$ cat src/rtl/btn_pkg.sv
// Shared types for the button event path: FSM states and the event codes
// that a downstream event encoder/FIFO stage will pack.
package btn_pkg;

   typedef enum logic [2:0] {
      IDLE      = 3'd0,
      PRESS1    = 3'd1,
      LONG_HELD = 3'd2,
      WAIT_GAP  = 3'd3,
      PRESS2    = 3'd4
   } btn_state_t;

   typedef logic [2:0] event_code_t;

   localparam event_code_t EV_NONE    = 3'd0;
   localparam event_code_t EV_PRESS   = 3'd1;
   localparam event_code_t EV_RELEASE = 3'd2;
   localparam event_code_t EV_SHORT   = 3'd3;
   localparam event_code_t EV_LONG    = 3'd4;
   localparam event_code_t EV_DOUBLE  = 3'd5;

   function automatic int max_int(input int a, input int b);
      return (a > b) ? a : b;
   endfunction

endpackage

$ cat src/rtl/button_event_fsm_if.sv
// Button level in, classified single-cycle events out.
interface button_event_fsm_if;
   logic clean_in;
   logic press_pulse;
   logic release_pulse;
   logic short_press;
   logic long_press;
   logic double_click;
   logic busy;

   modport master (
      output clean_in,
      input  press_pulse, release_pulse, short_press, long_press, double_click, busy
   );

   modport slave (
      input  clean_in,
      output press_pulse, release_pulse, short_press, long_press, double_click, busy
   );
endinterface

$ cat src/rtl/btn_edge_det.sv
// Rise/fall detector on an already-synchronous level. prev powers up high so a
// button held through reset is not seen as a fresh press.
module btn_edge_det (
   input  logic clk,
   input  logic rst_n,
   input  logic level,
   output logic rise,
   output logic fall
);
   logic prev_reg;

   always_ff @(posedge clk or negedge rst_n) begin
      if (!rst_n) prev_reg <= 1'b1;
      else        prev_reg <= level;
   end

   assign rise = level & ~prev_reg;
   assign fall = ~level & prev_reg;
endmodule

$ cat src/rtl/button_event_fsm.sv
// Classifies a clean button level into press/release/short/long/double-click
// pulses using one FSM and one shared saturating cycle counter.
module button_event_fsm
   import btn_pkg::*;
#(
   parameter int LONG_CYCLES = 16,
   parameter int GAP_CYCLES  = 8
) (
   input  logic               clk,
   input  logic               rst_n,
   button_event_fsm_if.slave  bus
);
   localparam int CNT_W = $clog2(max_int(LONG_CYCLES, GAP_CYCLES)) + 1;
   localparam logic [CNT_W-1:0] CNT_ONE  = CNT_W'(1);
   localparam logic [CNT_W-1:0] CNT_MAX  = {CNT_W{1'b1}};
   localparam logic [CNT_W-1:0] LONG_LIM = CNT_W'(LONG_CYCLES);
   localparam logic [CNT_W-1:0] GAP_LIM  = CNT_W'(GAP_CYCLES);

   if (LONG_CYCLES < 2) begin : g_bad_long
      $error("button_event_fsm: LONG_CYCLES must be >= 2");
   end
   if (GAP_CYCLES < 1) begin : g_bad_gap
      $error("button_event_fsm: GAP_CYCLES must be >= 1");
   end

   logic rise;
   logic fall;

   btn_edge_det u_edge (
      .clk   (clk),
      .rst_n (rst_n),
      .level (bus.clean_in),
      .rise  (rise),
      .fall  (fall)
   );

   btn_state_t       state_reg, state_next;
   logic [CNT_W-1:0] count_reg, count_next, count_inc;
   logic press_reg,   press_next;
   logic release_reg, release_next;
   logic short_reg,   short_next;
   logic long_reg,    long_next;
   logic double_reg,  double_next;
   logic busy_reg,    busy_next;

   assign count_inc = (count_reg == CNT_MAX) ? count_reg : count_reg + CNT_ONE;

   always_comb begin
      state_next   = state_reg;
      count_next   = count_inc;
      press_next   = rise;
      // A fall seen in IDLE can only be the release of a button held through reset.
      release_next = fall && (state_reg != IDLE);
      short_next   = 1'b0;
      long_next    = 1'b0;
      double_next  = 1'b0;

      case (state_reg)
         IDLE: begin
            count_next = '0;
            if (rise) begin
               state_next = PRESS1;
               count_next = CNT_ONE;
            end
         end
         PRESS1: begin
            if (fall) begin
               // The release sample is already the first low sample of the gap.
               if (CNT_ONE >= GAP_LIM) begin
                  short_next = 1'b1;
                  state_next = IDLE;
                  count_next = '0;
               end else begin
                  state_next = WAIT_GAP;
                  count_next = CNT_ONE;
               end
            end else if (count_inc >= LONG_LIM) begin
               long_next  = 1'b1;
               state_next = LONG_HELD;
               count_next = '0;
            end
         end
         LONG_HELD: begin
            if (fall) begin
               state_next = IDLE;
               count_next = '0;
            end
         end
         WAIT_GAP: begin
            if (rise) begin
               state_next = PRESS2;
               count_next = '0;
            end else if (count_inc >= GAP_LIM) begin
               short_next = 1'b1;
               state_next = IDLE;
               count_next = '0;
            end
         end
         PRESS2: begin
            if (fall) begin
               double_next = 1'b1;
               state_next  = IDLE;
               count_next  = '0;
            end
         end
         default: begin
            state_next = IDLE;
            count_next = '0;
         end
      endcase

      busy_next = (state_next != IDLE);
   end

   always_ff @(posedge clk or negedge rst_n) begin
      if (!rst_n) begin
         state_reg   <= IDLE;
         count_reg   <= '0;
         press_reg   <= 1'b0;
         release_reg <= 1'b0;
         short_reg   <= 1'b0;
         long_reg    <= 1'b0;
         double_reg  <= 1'b0;
         busy_reg    <= 1'b0;
      end else begin
         state_reg   <= state_next;
         count_reg   <= count_next;
         press_reg   <= press_next;
         release_reg <= release_next;
         short_reg   <= short_next;
         long_reg    <= long_next;
         double_reg  <= double_next;
         busy_reg    <= busy_next;
      end
   end

   assign bus.press_pulse   = press_reg;
   assign bus.release_pulse = release_reg;
   assign bus.short_press   = short_reg;
   assign bus.long_press    = long_reg;
   assign bus.double_click  = double_reg;
   assign bus.busy          = busy_reg;
endmodule

$ cat src/flat_wrapper.sv
// flat-port wrapper written by rule: the top's interface ports become plain ports
module button_event_fsm_flat import btn_pkg::*;
#(
   parameter int LONG_CYCLES = 16,
   parameter int GAP_CYCLES  = 8
)
  (clk, rst_n, bus_clean_in, bus_press_pulse, bus_release_pulse, bus_short_press, bus_long_press, bus_double_click, bus_busy);
  button_event_fsm_if bus_i ();
  input  logic clk;
  input  logic rst_n;
  input wire logic [$bits(bus_i.clean_in)-1:0] bus_clean_in;
  output wire logic [$bits(bus_i.press_pulse)-1:0] bus_press_pulse;
  output wire logic [$bits(bus_i.release_pulse)-1:0] bus_release_pulse;
  output wire logic [$bits(bus_i.short_press)-1:0] bus_short_press;
  output wire logic [$bits(bus_i.long_press)-1:0] bus_long_press;
  output wire logic [$bits(bus_i.double_click)-1:0] bus_double_click;
  output wire logic [$bits(bus_i.busy)-1:0] bus_busy;
  assign bus_i.clean_in = bus_clean_in;
  assign bus_press_pulse = bus_i.press_pulse;
  assign bus_release_pulse = bus_i.release_pulse;
  assign bus_short_press = bus_i.short_press;
  assign bus_long_press = bus_i.long_press;
  assign bus_double_click = bus_i.double_click;
  assign bus_busy = bus_i.busy;
  button_event_fsm #(.LONG_CYCLES(LONG_CYCLES), .GAP_CYCLES(GAP_CYCLES)) u_core (.clk(clk), .rst_n(rst_n), .bus(bus_i));
endmodule
$ cat config.mk
export PLATFORM = sky130hd
export DESIGN_NAME = button_event_fsm_flat
export DESIGN_NICKNAME = d
export VERILOG_FILES = /design/src/rtl/btn_pkg.sv /design/src/rtl/button_event_fsm_if.sv /design/src/rtl/btn_edge_det.sv /design/src/rtl/button_event_fsm.sv /design/src/flat_wrapper.sv
export SDC_FILE = /design/constraint.sdc
export NUM_CORES = 1
export LEC_CHECK = 0
export CAP_MARGIN = 10
export CORE_UTILIZATION = 45
export DETAILED_ROUTE_END_ITERATION = 8
export GPL_TIMING_DRIVEN = 0
export HOLD_SLACK_MARGIN = 0.08
export PLACE_DENSITY = 0.76
export SLEW_MARGIN = 10
export SYNTH_ARGS = -nofsm -noshare
export SYNTH_HDL_FRONTEND = slang
export SYNTH_HIERARCHICAL = 1
export SYNTH_SLANG_ARGS = --single-unit
$ cat constraint.sdc
create_clock -name clk -period 2.48 [get_ports clk]
set_input_delay 0.496 -clock clk [delete_from_list [all_inputs] [get_ports clk]]
set_output_delay 0.496 -clock clk [all_outputs]
set_load 0.01 [all_outputs]
# == Word-level counts from Yosys, hierarchy flattened ==
# Cells that the tools add are included.
# classes
addsub,1
order_cmp,2
eq_ne,5
n_mux,23
bitwise,4
reduce_logical,5
# ops
op,n
$mux 5,6
$pmux 5 s4,1
$mux 3,6
$pmux 3 s4,1
$mux 1,9
$eq 3x2->1 const B,2
$reduce_bool 3->1,2
$add 5x1->5 const B,1
$eq 5x5->1 const B,1
$ge 5x4->1 const B,1
$ge 5x5->1 const B,1
$eq 3x1->1 const B,1
$eq 3x3->1 const B,1
$logic_not 3->1,1
$and 1x1->1,2
$not 1->1,2
$reduce_or 2->1,1
$logic_and 1x1->1,1
# totals
ff_bits,15
inputBits,3
output_inout_bits,6

# == Logic depth before layout (Yosys ltp) ==
# logic_depth
ltp_word,7
mapped_depth,5
mapped_depth_nobuf,5

# == Modules after synthesis ==
# Netlist, hierarchy kept.
# by_module_without_submodules
module,instances,cells_each,area_per_inst_um2,seq_area_each_um2
button_event_fsm,1,66,700.7,350.3
btn_edge_det,1,3,41.3,26.3

# == Least setup slack after synthesis ==
# Ideal clock, no wire load.
# synth_timing
path_kind,register to register
startpoint,register u_core.count_reg[0]
endpoint,register u_core.count_reg[2]
setup_time_ns,0.084
arrival_ns,1.393
required_time_ns,2.396
path_slack_ns,1.003
path_stages_with_launch,6
period_less_slack_ns,1.477
path_cell_list,dfrtp_1 -> ha_1 -> a31oi_2 -> nand3_1 -> a31o_1 -> a22oi_2
# synth_via
elab_chain_cells,6
# synth_lines
element,line_no,source
start: declaration,button_event_fsm.sv:38,"logic [CNT_W-1:0] count_reg, count_next, count_inc;"
start signal: assignment,button_event_fsm.sv:127,count_reg <= count_next;
$add 5x1->5 or $eq 5x5->1 (tied branches),button_event_fsm.sv:46,assign count_inc = (count_reg == CNT_MAX) ? count_reg : count_reg + CNT_ONE;
$mux 5 *,button_event_fsm.sv:46,
$ge 5x4->1 or $ge 5x5->1 (tied branches),"button_event_fsm.sv:93, button_event_fsm.sv:77",
"$mux 5, on equally long branches","button_event_fsm.sv:93, button_event_fsm.sv:77",
"$mux 5, on equally long branches","button_event_fsm.sv:90, button_event_fsm.sv:67",
$pmux 5 s4 *,button_event_fsm.sv:58,case (state_reg)
named net u_core.count_next[2],button_event_fsm.sv:38,
# The timed path passes the listed nets; every way through them passes the cells marked *.

# == Final worst setup path ==
# layout_timing
startpoint,input bus_clean_in
endpoint,register u_core.count_reg[0]
# layout_via
elab_chain_cells,4
# layout_lines
element,line_no,source
start: declaration,flat_wrapper.sv:11,input wire logic [$bits(bus_i.clean_in)-1:0] bus_clean_in;
$not 1->1 *,btn_edge_det.sv:18,assign fall = ~level & prev_reg;
$and 1x1->1 *,btn_edge_det.sv:18,
named net u_core.fall,button_event_fsm.sv:27,logic fall;
"$mux 5, on equally long branches","button_event_fsm.sv:84, button_event_fsm.sv:100, button_event_fsm.sv:67",
$pmux 5 s4 *,button_event_fsm.sv:58,
named net u_core.count_next[0],button_event_fsm.sv:38,
# Marked as above.

==> metrics.txt <==
largest stage delay on the critical path=0.49 ns; CORE AREA=1520 um^2; Slowest cell on crit path=clkdlybuf4s50_1; status=finished clean; Cell Rows=14; CTS Buffer Depth=2; Starting Density=48.7%; slack of the critical path=0.794 ns; CP Capture Type=register; CTS root buf=clkbuf_4; worst-path cell chain=clkdlybuf4s50_1 > and2b_2 > or3_1 > o32a_1 > o21ai_1; DRT iter0 DRCs=11; Fin Setup TNS=0 ns; end-of-flow core utilization=57.0%; DRT Pass-1 Iters=5; Worst Clk Skew=0.00122 ns; post-synthesis register bit count=15; switching power share of the total=35.8%; Final nets=86; # diodes=0; Worst-Skew Late Latency=0.29 ns; Async S/R FF share, synth=100%; multi-input logic area=340 um^2; Worst EP arrival=1.91 ns; postcts setup bufs=0; Final Setup Violations=0; commonest cells after routing, fill and taps aside=dfrtp_1 (14), clkdlybuf4s50_1 (8), nor2_1 (7); routed vias/inst=5.91; CTS Hold Buffers Added=0; post-cts sizing count=0; post-synthesis adder-cell area fraction=1.69%; Synth Area in Simple Gates=21.1%; CP required=2.70 ns; CTS tree=done; clock transition at the registers of the reported paths=0.08 ns; Synth Area in XOR/XNOR=4.72%; Design Area, Final=868 um^2; post-synthesis sequential area ratio=50.8%; combinational power share=41.6%; share of cells above drive strength 1=18.5%; Max-Cap Viols=0; mux contribution to synthesized area=2.87%; CTS sink count=15; vias in the first global route=503; Ys Warns=6; fin crit period=1.69 ns; CTS Buf Count=3; Clk network pwr share=17.3%; largest family of logic cells by synthesized area=simple AND/OR/NAND/NOR gates; gpl congestion=0.915; Largest register FFs=5; Filler Cell Count=131; post-synthesis compound-gate area fraction=15.5%; Mapped Area=742 um^2; endpoints failing hold=0; final worst path period share=68.0%; Residual DRC=0; Buf/Inv on CP=1; Post-synth EDFFs=0; Post-synth top flop=dfrtp_1; first-pass GRT wire length=2330 um; I/O pin count=9; Critical Path Fanout Max=7; largest net degree at the start of global routing=16; sequential power share=41.1%; port bufs=8; GRT overflow=0; total track usage=18.2%; placed wire-length estimate=894 um; Cells after Synth=69; CP Launch Type=primary input; relative slew slack=57.3%; worst hold path class=in2async; Die Width=42.6 um; routed len/inst=13.6 um; DP Worst Slack=0.496 ns; WHS=0.595 ns; drt total wl=1320 um; Netlist cell types=37; Die ar.=1820 um^2; Sequential Area=377 um^2; setup repair after global routing missed its margin=no; syn_nets=73; Worst VDD drop=0.000558 V; Die Ht=42.6 um; net switching power=0.289 mW; Pwr Density=930 nW/um^2; final slew viol count=0; CTS H-Tree Depth=1; Synth Area per Inst=10.8 um^2; Vias=573; Post-DRT Antenna Nets=0; most common cell after layout, fill and taps aside=dfrtp_1; Pint=0.519 mW; Worst path top cell family by delay=simple AND/OR/NAND/NOR gates; Setup CP Type=in2reg; Slew @ Worst Pin=0.638 ns; Lkg Pwr=0.379 nW; area grow syn2layout=17.0%; Fmax achieved=593 MHz; Placed Area=842 um^2; initial antenna violation count=0
==> cell type report <==
class                           instances  area share (%)
Clock buffer                            4            3.03
Tap cell                               16            2.31
Multi-Input combinational cell         50            39.2
Buffer                                  3            2.45
Timing Repair Buffer                    8            9.22
Sequential cell                        15            43.4
Inverter                                1           0.432
==> logic make-up after synthesis <==
logic type | count (synthesis)
AOI/OAI and AO/OA | 15
DFF | 15
adders and majority gates | 1
and+or+nand+nor | 28
buffers and inverters | 4
muxes | 2
xor gates and xnor gates | 4
==> synth_stat cells (2+ instances only) <==
master	number	area share, %
a21oi_1	4	2.7
nand4_1	2	1.7
dfrtp_1	14	47
o21bai_1	2	2.0
nor3_1	2	1.3
buf_2	2	1.3
xnor2_1	4	4.7
nor2_1	7	3.5
nor3b_1	2	2.0
nand2_1	3	1.5
==> worst register-to-register path, delay by kind of cell, from the launching register on <==
| kind | cells | cell delay, ns |
|---|---|---|
| adders and majority gates | 1 | 0.27 |
| and+or+nand+nor | 1 | 0.12 |
| DFF | 1 | 0.43 |
| AOI/OAI and AO/OA | 3 | 0.75 |
==> per-layer routing <==
| metal | wire length [um] | global-route usage, % |
|---|---|---|
| met3 | 81 | 5.17 |
| met5 | 0 | 0 |
| met1 | 590 | 23.7 |
| met2 | 591 | 24.6 |
| met4 | 57 | 15.0 |
==> per-stage QoR <==
stage               std cells  total power [mW]
global route               97             0.861
finish                     97             0.808
floorplan                  69             0.586
CTS                        97             0.810
global placement           93             0.658
detailed placement         93             0.667
==> path summary, 6_finish.rpt <==
kind	from	slack, ns	cells past startpoint	endpoint
worst min register to register	u_core/count_reg[1]$_DFF_PN0_	0.60	2	u_core/count_reg[1]$_DFF_PN0_
worst max-delay path	bus_clean_in	0.79	5	u_core/count_reg[0]$_DFF_PN0_
worst min-delay path	rst_n	0.59	1	u_core/state_reg[2]$_DFF_PN0_
worst max register to register	u_core/count_reg[0]$_DFF_PN0_	0.84	5	u_core/count_reg[2]$_DFF_PN0_
min in group clk	u_core/count_reg[1]$_DFF_PN0_	0.60	2	u_core/count_reg[1]$_DFF_PN0_
max in group asynchronous	rst_n	1.48	1	u_core/state_reg[0]$_DFF_PN0_
==> power groups by stage <==
| stage | logic [mW] | registers, mW | clock network (mW) |
|---|---|---|---|
| after CTS | 0.333 | 0.331 | 0.146 |
| after detailed placement | 0.330 | 0.336 | 0 |
| after global placement | 0.327 | 0.331 | 0 |
| final | 0.336 | 0.332 | 0.140 |
| after floorplan | 0.251 | 0.335 | 0 |
| after global routing | 0.369 | 0.336 | 0.156 |
Note: power is estimated with default switching activity, not from simulation.
==> variant (same flow settings) <==
Re-encode `btn_state_t` (5 states) as one-hot, 5 bits wide.
--- a/src/rtl/btn_pkg.sv
+++ b/src/rtl/btn_pkg.sv
@@ -4,8 +4,8 @@
 
-   typedef enum logic [2:0] {
-      IDLE      = 3'd0,
-      PRESS1    = 3'd1,
-      LONG_HELD = 3'd2,
-      WAIT_GAP  = 3'd3,
-      PRESS2    = 3'd4
+   typedef enum logic [4:0] {
+      IDLE      = 5'b00001,
+      PRESS1    = 5'b00010,
+      LONG_HELD = 5'b00100,
+      WAIT_GAP  = 5'b01000,
+      PRESS2    = 5'b10000
    } btn_state_t;
Check against the original RTL: no difference found for any inputs over 10 cycles, from zero or initial values and one cycle with rst_n low; not proved beyond that.
==> variant against the original RTL <==
- sequential power increased by 5%
- die area increased by 14%
- wire length increased by 16%
- total power decreased by 14%
- critical path depth increased by 1
- first-iteration DRC count increased by 140%
- worst setup slack got worse by 240 ps
- cell count increased by 18%
- design area increased by 14%
- largest power group is now registers
- sequential cell count increased by 2
- register-to-register slack got worse by 80 ps
- area after synthesis increased by 15%
- count of clock-buffer cells in the layout decreased by 1
==> variant: results (changes against the original RTL) <==
.. list-table::
   :header-rows: 1

   * - Metric
     - Value
   * - Dpl ws
     - 276 ps (-220 ps)
   * - Max Buffers Root-to-Sink
     - 2 (unchanged)
   * - Fillcell total
     - 151 (+15%)
   * - Most frequent cells after synthesis
     - dfrtp_1, nor2_1, nand4_1
   * - Worst-case register-to-register setup slack
     - 760 ps (-80 ps)
   * - Leading cell types by total area after synthesis
     - dfrtp_1, dfstp_2, o311a_1, nor2_1, nand4_1
   * - Post-DP Area
     - 963 µm² (+14%)
   * - Worst reg-to-reg path cell count
     - 5 (unchanged)
   * - Average wire per cell in the routed design
     - 13.4 µm (-1.3%)
   * - Max VDD drop
     - 0.383 mV (-31%)
   * - Leakage component of the power
     - 0.449 nW (+19%)
   * - Share of synthesized area occupied by flip-flops and latches
     - 50.2% (-0.54 points)
   * - HPWL after detailed placement
     - 1.07 mm (+19%)
   * - Pin count of the biggest net entering global routing
     - 18 (+2)
   * - Crit path largest cell delay
     - 480 ps
   * - Critical path's slowest cell
     - clkdlybuf4s50_1
   * - Worst max-slew margin expressed relative to the limit
     - 50.3% (-7.0 points)
   * - Number of global-route vias before repair
     - 579 (+15%)
   * - Summed area of non-filler cells in the final layout
     - 991 µm² (+14%)
   * - Number of gates resized after cts
     - 0 (unchanged)
   * - Final net count
     - 94 (+9.3%)
   * - End point of the critical path
     - u_core/count_reg[2]
   * - Mean number of vias per cell
     - 5.70 (-3.5%)
   * - CTS clk-pin slew, worst paths
     - 100 ps (+20 ps)
   * - Run status
     - complete, no violations
   * - Wire length of the first global-routing pass
     - 2.63 mm (+13%)
   * - Share of flip-flops with an asynchronous set or reset after synthesis
     - 100% (unchanged)
   * - Ant diodes
     - 0 (unchanged)
   * - Number of port buffers
     - 8 (unchanged)
   * - Peak fanout along the critical path
     - 7 (unchanged)
   * - Crit path launch type
     - primary input
   * - Kind of cell adding the most delay to the critical path
     - simple AND/OR/NAND/NOR gates
   * - Total CTS buffers
     - 3 (unchanged)
   * - Synthesized net count
     - 81 (+11%)
   * - Share of cells above drive strength 1
     - 15.7% (-2.8 points)
   * - Antenna violations before repair
     - 0 (unchanged)
   * - HP Class
     - reg -> reg
   * - Final setup skew
     - 2.05 ps (+0.824 ps)
   * - Global placer's final weighted congestion
     - 0.805 (-12%)
   * - Latest clock arrival within the worst-skew pair
     - 290 ps (about the same)
   * - Post-CTS Setup Bufs
     - 0 (unchanged)
   * - CTS H-tree depth
     - 1 (unchanged)
   * - Reg-to-Reg Start
     - u_core/count_reg[0]
   * - Critical Path Start
     - bus_clean_in
   * - GR Util All Layers
     - 18.4% (+0.20 points)
   * - 1st-iter DRT viols
     - 26 (+15)
   * - Total negative slack for setup checks
     - 0 ps (unchanged)
   * - Root buffer cell
     - clkbuf_4
   * - Number of different library cells in the post-synthesis netlist
     - 34 (-8.1%)
   * - Final worst path period share
     - 77.6% (+9.6 points)
   * - First-pass iteration count of the detailed router
     - 4 (-1)
   * - Synth warnings
     - 6 (unchanged)
variant: cell count changes in the layout (fill, tap and decap cells not counted), moves of 2 or more:
cell	before	now
xor2_1	0	2
xnor2_1	4	2
o31ai_1	0	2
nand3_1	1	3
o311a_1	0	3
inv_1	1	3
nand4_1	2	4
o21bai_1	2	0
variant: layer usage:
metal / vias up / GRT usage (%) / part of all wire, %
met2: 27 / 27.4 / 47
met3: 4 / 4.76 / 6.0
met4: 0 / 10.9 / 1.7
met1: 314 / 23.9 / 45
met5: - / 0 / 0
li1: 305 / - / -
variant: worst register-to-register path: cells and delay by family, from the launching register on:
family | cells | cell delay [ps]
AOI/OAI and AO/OA | 3 | 740
adders and majority gates | 1 | 260
DFF | 1 | 420
and+or+nand+nor | 1 | 230
variant: worst min-delay path by stage:
stage	to	cells past startpoint	slack (ps)	startpoint
3_3_place_gp	u_core/count_reg[1]	2	540	u_core/count_reg[1]
2_1_floorplan	u_core/bus.busy	0	200	rst_n
6_report	u_core/count_reg[1]	2	580	u_core/count_reg[1]
5_1_grt	u_core/count_reg[1]	2	630	u_core/count_reg[1]
4_1_cts	u_core/count_reg[1]	2	600	u_core/count_reg[1]
3_5_place_dp	u_core/count_reg[1]	2	580	u_core/count_reg[1]
variant: report_power, final:
part           switching (mW)  leakage [nW]  internal [mW]
registers              0.0307         0.226          0.316
clock network          0.0880        0.0177         0.0601
logic                   0.109         0.205         0.0897
total                   0.228         0.449          0.466
variant: per-stage QoR:
stage / hold slack [ps] / cells
after global placement: 542 / 110
after detailed placement: 579 / 110
final: 584 / 114
after global routing: 630 / 114
after floorplan: 200 / 77
after CTS: 603 / 114
variant: logic make-up after synthesis:
logic type	count (synthesis)	share of synthesized area (%)
adders and majority gates	1	1.47
DFF	17	50.2
AOI/OAI and AO/OA	15	13.5
muxes	2	2.35
and+or+nand+nor	32	24.2
xor gates and xnor gates	4	4.11
buffers and inverters	6	4.11
variant: area by class of cell:
class,instances,share of cell area (%)
Timing Repair Buffer,8,8.08
Buffer,3,2.40
Sequential cell,17,43.2
Inverter,3,1.14
Clock buffer,3,2.27
Multi-Input combinational cell,54,39.3
Clock inverter,1,0.505
Tap cell,25,3.16
